==> src/rtl/k16_mem_arbiter_pkg.sv <==
// Shared definitions for the K16 main-RAM arbiter: FSM state encoding and
// the helper used to size its saturating counters.
package k16_mem_arbiter_pkg;

    typedef enum logic [1:0] {
        ST_CPU    = 2'd0,
        ST_VID    = 2'd1,
        ST_RESUME = 2'd2,
        ST_GUARD  = 2'd3
    } arb_state_t;

    // Bits needed to hold 0..max_value inclusive, never less than one.
    function automatic int cnt_width(input int max_value);
        return (max_value < 1) ? 1 : $clog2(max_value + 1);
    endfunction

endpackage

==> src/rtl/k16_mem_arbiter.sv <==
// Arbitrates the single-port main RAM between the K16 CPU and the video line
// fetcher. Video wins but is limited to bounded bursts; the CPU is stalled via hold.
module k16_mem_arbiter
    import k16_mem_arbiter_pkg::*;
#(
    parameter int ADDR_W        = 16,
    parameter int DATA_W        = 16,
    parameter int MAX_VID_BURST = 8,
    parameter int CPU_GUARANTEE = 2
) (
    input  logic              clk,
    input  logic              reset,
    input  logic [ADDR_W-1:0] cpu_address,
    input  logic [DATA_W-1:0] cpu_data_out,
    input  logic              cpu_write,
    output logic              cpu_hold,
    output logic [DATA_W-1:0] cpu_data_in,
    input  logic              vid_req,
    input  logic              vid_last,
    input  logic [ADDR_W-1:0] vid_address,
    output logic              vid_ack,
    output logic              vid_valid,
    output logic [DATA_W-1:0] vid_data,
    output logic [ADDR_W-1:0] mem_address,
    output logic [DATA_W-1:0] mem_data_out,
    output logic              mem_write,
    input  logic [DATA_W-1:0] mem_data_in
);

    localparam int BURST_W = cnt_width(MAX_VID_BURST);
    localparam int GUARD_W = cnt_width(CPU_GUARANTEE);

    localparam logic [BURST_W-1:0] BURST_LAST = BURST_W'(MAX_VID_BURST - 1);
    localparam logic [BURST_W-1:0] BURST_SAT  = BURST_W'(MAX_VID_BURST);
    localparam logic [GUARD_W-1:0] GUARD_LAST = GUARD_W'(CPU_GUARANTEE - 1);
    localparam logic [GUARD_W-1:0] GUARD_SAT  = GUARD_W'(CPU_GUARANTEE);

    arb_state_t         state_reg;
    logic [BURST_W-1:0] burst_cnt_reg;
    logic [GUARD_W-1:0] guard_cnt_reg;
    logic               cut_reg;
    logic               cpu_hold_reg;
    logic               vid_valid_reg;

    logic               vid_more;
    logic               vid_continue;

    // Video still has words queued in this burst (not the last, request held).
    assign vid_more     = vid_req && !vid_last;
    assign vid_continue = vid_more && (burst_cnt_reg < BURST_LAST);

    // Read data is broadcast; the hold/valid qualifiers tell each side whose it is.
    assign cpu_data_in  = mem_data_in;
    assign vid_data     = mem_data_in;
    assign mem_data_out = cpu_data_out;
    assign cpu_hold     = cpu_hold_reg;
    assign vid_valid    = vid_valid_reg;

    always_comb begin
        mem_address = cpu_address;
        mem_write   = 1'b0;
        vid_ack     = 1'b0;
        unique case (state_reg)
            ST_CPU, ST_GUARD: mem_write = cpu_write;
            ST_VID: begin
                mem_address = vid_address;
                vid_ack     = vid_req;
            end
            default: ;
        endcase
    end

    always_ff @(posedge clk or negedge reset) begin
        if (!reset) begin
            state_reg     <= ST_CPU;
            burst_cnt_reg <= '0;
            guard_cnt_reg <= '0;
            cut_reg       <= 1'b0;
            cpu_hold_reg  <= 1'b0;
            vid_valid_reg <= 1'b0;
        end else begin
            vid_valid_reg <= vid_ack;
            unique case (state_reg)
                ST_CPU: begin
                    if (vid_req) begin
                        state_reg     <= ST_VID;
                        burst_cnt_reg <= '0;
                        cpu_hold_reg  <= 1'b1;
                    end else begin
                        cpu_hold_reg  <= 1'b0;
                    end
                end
                ST_VID: begin
                    cpu_hold_reg <= 1'b1;
                    if (vid_continue) begin
                        burst_cnt_reg <= (burst_cnt_reg == BURST_SAT) ? burst_cnt_reg
                                                                      : burst_cnt_reg + 1'b1;
                    end else begin
                        // Only a burst stopped by the length limit earns the CPU a guard window.
                        state_reg <= ST_RESUME;
                        cut_reg   <= vid_more;
                    end
                end
                ST_RESUME: begin
                    cpu_hold_reg <= 1'b0;
                    if (cut_reg) begin
                        state_reg     <= ST_GUARD;
                        guard_cnt_reg <= '0;
                    end else begin
                        state_reg     <= ST_CPU;
                    end
                end
                default: begin
                    cpu_hold_reg  <= 1'b0;
                    guard_cnt_reg <= (guard_cnt_reg == GUARD_SAT) ? guard_cnt_reg
                                                                  : guard_cnt_reg + 1'b1;
                    if (guard_cnt_reg == GUARD_LAST) begin
                        state_reg <= ST_CPU;
                    end
                end
            endcase
        end
    end

endmodule
==> config.mk <==
export PLATFORM = sky130hd
export DESIGN_NAME = k16_mem_arbiter
export DESIGN_NICKNAME = d
export VERILOG_FILES = /design/src/rtl/k16_mem_arbiter_pkg.sv /design/src/rtl/k16_mem_arbiter.sv
export SDC_FILE = /design/constraint.sdc
export NUM_CORES = 1
export LEC_CHECK = 0
export ABC_AREA = 1
export CORE_UTILIZATION = 45
export DETAILED_ROUTE_END_ITERATION = 8
export DONT_BUFFER_PORTS = 1
export GPL_TIMING_DRIVEN = 0
export PLACE_DENSITY = 0.66
export SYNTH_ARGS = -nofsm -noshare
export SYNTH_HDL_FRONTEND = slang
export SYNTH_SLANG_ARGS = --single-unit
==> constraint.sdc <==
create_clock -name clk -period 3 [get_ports clk]
set_input_delay 0.15 -clock clk [delete_from_list [all_inputs] [get_ports clk]]
set_output_delay 0.15 -clock clk [all_outputs]
set_load 0.005 [all_outputs]
==> impl_metrics.json <==
{
  "clk_transition_reported_paths_ps": 70,
  "endpoint_kind": "primary output",
  "worst_slew_pin_slew_ps": 535,
  "critical_path.most_common_cell": "nand2_1",
  "placed_cell_area_um2": 1330,
  "reg2reg_to": "burst_cnt_reg[1]",
  "syn-num-nets": 271,
  "grt.overflow.total": 0,
  "gp_congestion": 0.758,
  "crit_buf_inv": 4,
  "yosys_most_used_dff": "dfrtp_1",
  "max_freq_ghz": 0.575,
  "postCtsSetupBuffers": 0,
  "finalHoldViolCount": 0,
  "cts_htree_levels": 1,
  "nNetsFinal": 277,
  "slowest_stage": "dfrtp_1",
  "via_per_inst": 4.87,
  "final_max_slew_viol_count": 0,
  "power.leakage_nw": 0.812,
  "syn2layout_area_growth_pct": 5.80,
  "critPathMaxFanout": 10,
  "pwr-share-seq_pct": 24.4,
  "max_stage_delay_ps": 390,
  "regArea_um2": 275,
  "synth_warnings": 0,
  "skew_ps": 0.588,
  "multi_input_area_um2": 564,
  "synth-async-reset-ratio_pct": 100,
  "dr.pass1.iters": 4,
  "die_w_um": 55.6,
  "track_usage_pct": 17.8,
  "power_frac_clock_pct": 10.6,
  "die_area_um2": 3100,
  "worstPathRequired_ps": 2850,
  "rows": 19,
  "reg2reg_depth": 10,
  "postCtsHoldBufs": 1,
  "synth_cell_type_count": 21,
  "synth.yosys.seq_area_share_pct": 21.3,
  "cts_buffer_depth": 2,
  "die_h_um": 55.6,
  "critPathTopFamily": "buffers and inverters",
  "synth_area_leaders": "buf_4 (28%), nand2_1 (21%), dfrtp_1 (21%), ha_1 (7.7%), inv_1 (4.3%)",
  "via_count": 1119,
  "finalSetupViolCount": 0,
  "dp_hpwl_mm": 2.52,
  "final_area_um2": 1370,
  "synth-seq-cells": 11,
  "crit_chain": "inv_1 -> ha_1 -> buf_6 -> inv_2 -> buf_2 -> nand2_1 -> nand2_1",
  "yosys.cell_count.top_type": "nand2_1",
  "rr_startpoint": "state_reg[1]",
  "p_comb_share_pct": 65.0,
  "grt_setup_unrepaired": "false",
  "antenna_found_initial": 0,
  "wl_per_cell_um": 12.5,
  "hold_path_depth": 2,
  "worstSetupEndpoint": "mem_address[10]",
  "synthTopCellsByCount": "nand2_1 (74), buf_4 (49), inv_1 (15), dfrtp_1 (11), nand3_1 (9)",
  "synth_area_um2": 1290,
  "portBuffers": 0,
  "drtIter0Drc": 28,
  "clk_latency_ps": 270,
  "status": "completed",
  "cp-start-kind": "flip-flop",
  "power_density_nw_per_um2": 712,
  "synth_top_area_share_pct": 28.4,
  "num_antenna_cells": 0,
  "fill_cells": 283,
  "core_region_area_um2": 2730,
  "cts_tree": "built",
  "root_buffer": "clkbuf_4",
  "finalSetupTns_ps": 0,
  "ctsResizeCount": 0,
  "synth.largest_area_cell": "buf_4",
  "critical_path_cell_count": 7,
  "drive_gt1_share_pct": 33.7,
  "synth_edf_count": 0,
  "synth_cells": 194,
  "cts_buffers": 3,
  "fin_crit_sh_pct": 58.0,
  "maxCapViolCount": 0,
  "wl_mm": 2.87,
  "antenna_left": 0,
  "worst_hold_slack_ps": 21.6,
  "max_slew_margin_pct": 64.2,
  "worst-setup-path-type": "reg2out",
  "intPower_mw": 0.493,
  "arrival_ps": 1590,
  "p_total_mw": 0.976,
  "grt_pass1_wl_mm": 4.36,
  "grt_pass1_vias": 976,
  "synth_area_per_cell_um2": 6.68,
  "initial_core_util_pct": 47.4,
  "timing.final.crit_period_ps": 1740,
  "io_pins": 137,
  "irDropWorstVdd_v": 0.000409,
  "r2r_setup_slack_ps": 1570,
  "switchingPower_mw": 0.483,
  "min_path_type": "in2reg",
  "swShare_pct": 49.5,
  "clock_sinks": 11,
  "crit_path_start": "state_reg[1]",
  "largest_register_ffs": 4,
  "grt_max_degree": 12,
  "drc": 0
}
[kinds of logic after synthesis]
logic type,count (synthesis),share of synthesized area (%)
AO/OA/AOI/OAI,9,4.15
buffers and inverters,69,35.2
flip-flops,11,21.3
AND/OR/NAND/NOR,97,31.7
adder cells (fa/ha/maj),8,7.73
[cell type report]
class | count | share of cell area (%)
timing repair buffer | 1 | 0.731
tap | 31 | 2.83
inverter | 17 | 4.84
clock buffer | 4 | 1.92
multi-input combinational | 114 | 41.2
buffer | 52 | 28.4
sequential | 11 | 20.1
[cells in the final DEF, fill, tap and decap left out, drive strengths merged]
| cell | count |
|---|---|
| nand2 | 79 |
| nand3 | 9 |
| dfrtp | 11 |
| nor2 | 9 |
| ha | 8 |
| o22ai | 1 |
| inv | 17 |
| o21ai | 6 |
| dlygate4sd3 | 1 |
| buf | 52 |
| clkbuf | 4 |
| a21oi | 2 |
[power by group through the flow]
stage | sequential, mW | clock [mW] | combinational (mW)
6_report | 0.238 | 0.103 | 0.634
5_1_grt | 0.248 | 0.118 | 0.719
4_1_cts | 0.239 | 0.109 | 0.640
3_5_place_dp | 0.242 | 0 | 0.633
3_3_place_gp | 0.239 | 0 | 0.625
2_1_floorplan | 0.233 | 0 | 0.537
[per-layer routing]
layer  share of wire [%]  vias to the layer above  global-route usage, %
met5                   0                        -                      0
met4                0.49                        0                   2.86
met3                  12                        2                   8.14
met2                  51                       86                   32.4
met1                  36                      478                   19.1
li1                    -                      553                      -
[per-stage QoR]
step / std cells / util [%] / setup slack, ps
finish: 230 / 50.1 / 1260
global route: 230 / 50.1 / 1120
CTS: 230 / 50.1 / 1260
detailed placement: 225 / 48.8 / 1570
global placement: 225 / 48.8 / 1610
floorplan: 194 / - / 1710
[how the worst min path moves through the flow]
| stage | from | end | slack (ps) |
|---|---|---|---|
| CTS | vid_req | vid_valid | 20 |
| finish | vid_req | vid_valid | 20 |
| global placement | reset | guard_cnt_reg[0] | -150 |
| global route | vid_req | vid_valid | 20 |
| floorplan | reset | burst_cnt_reg[0] | -150 |
| detailed placement | reset | guard_cnt_reg[0] | -150 |
Note: power is estimated with default switching activity, not from simulation.
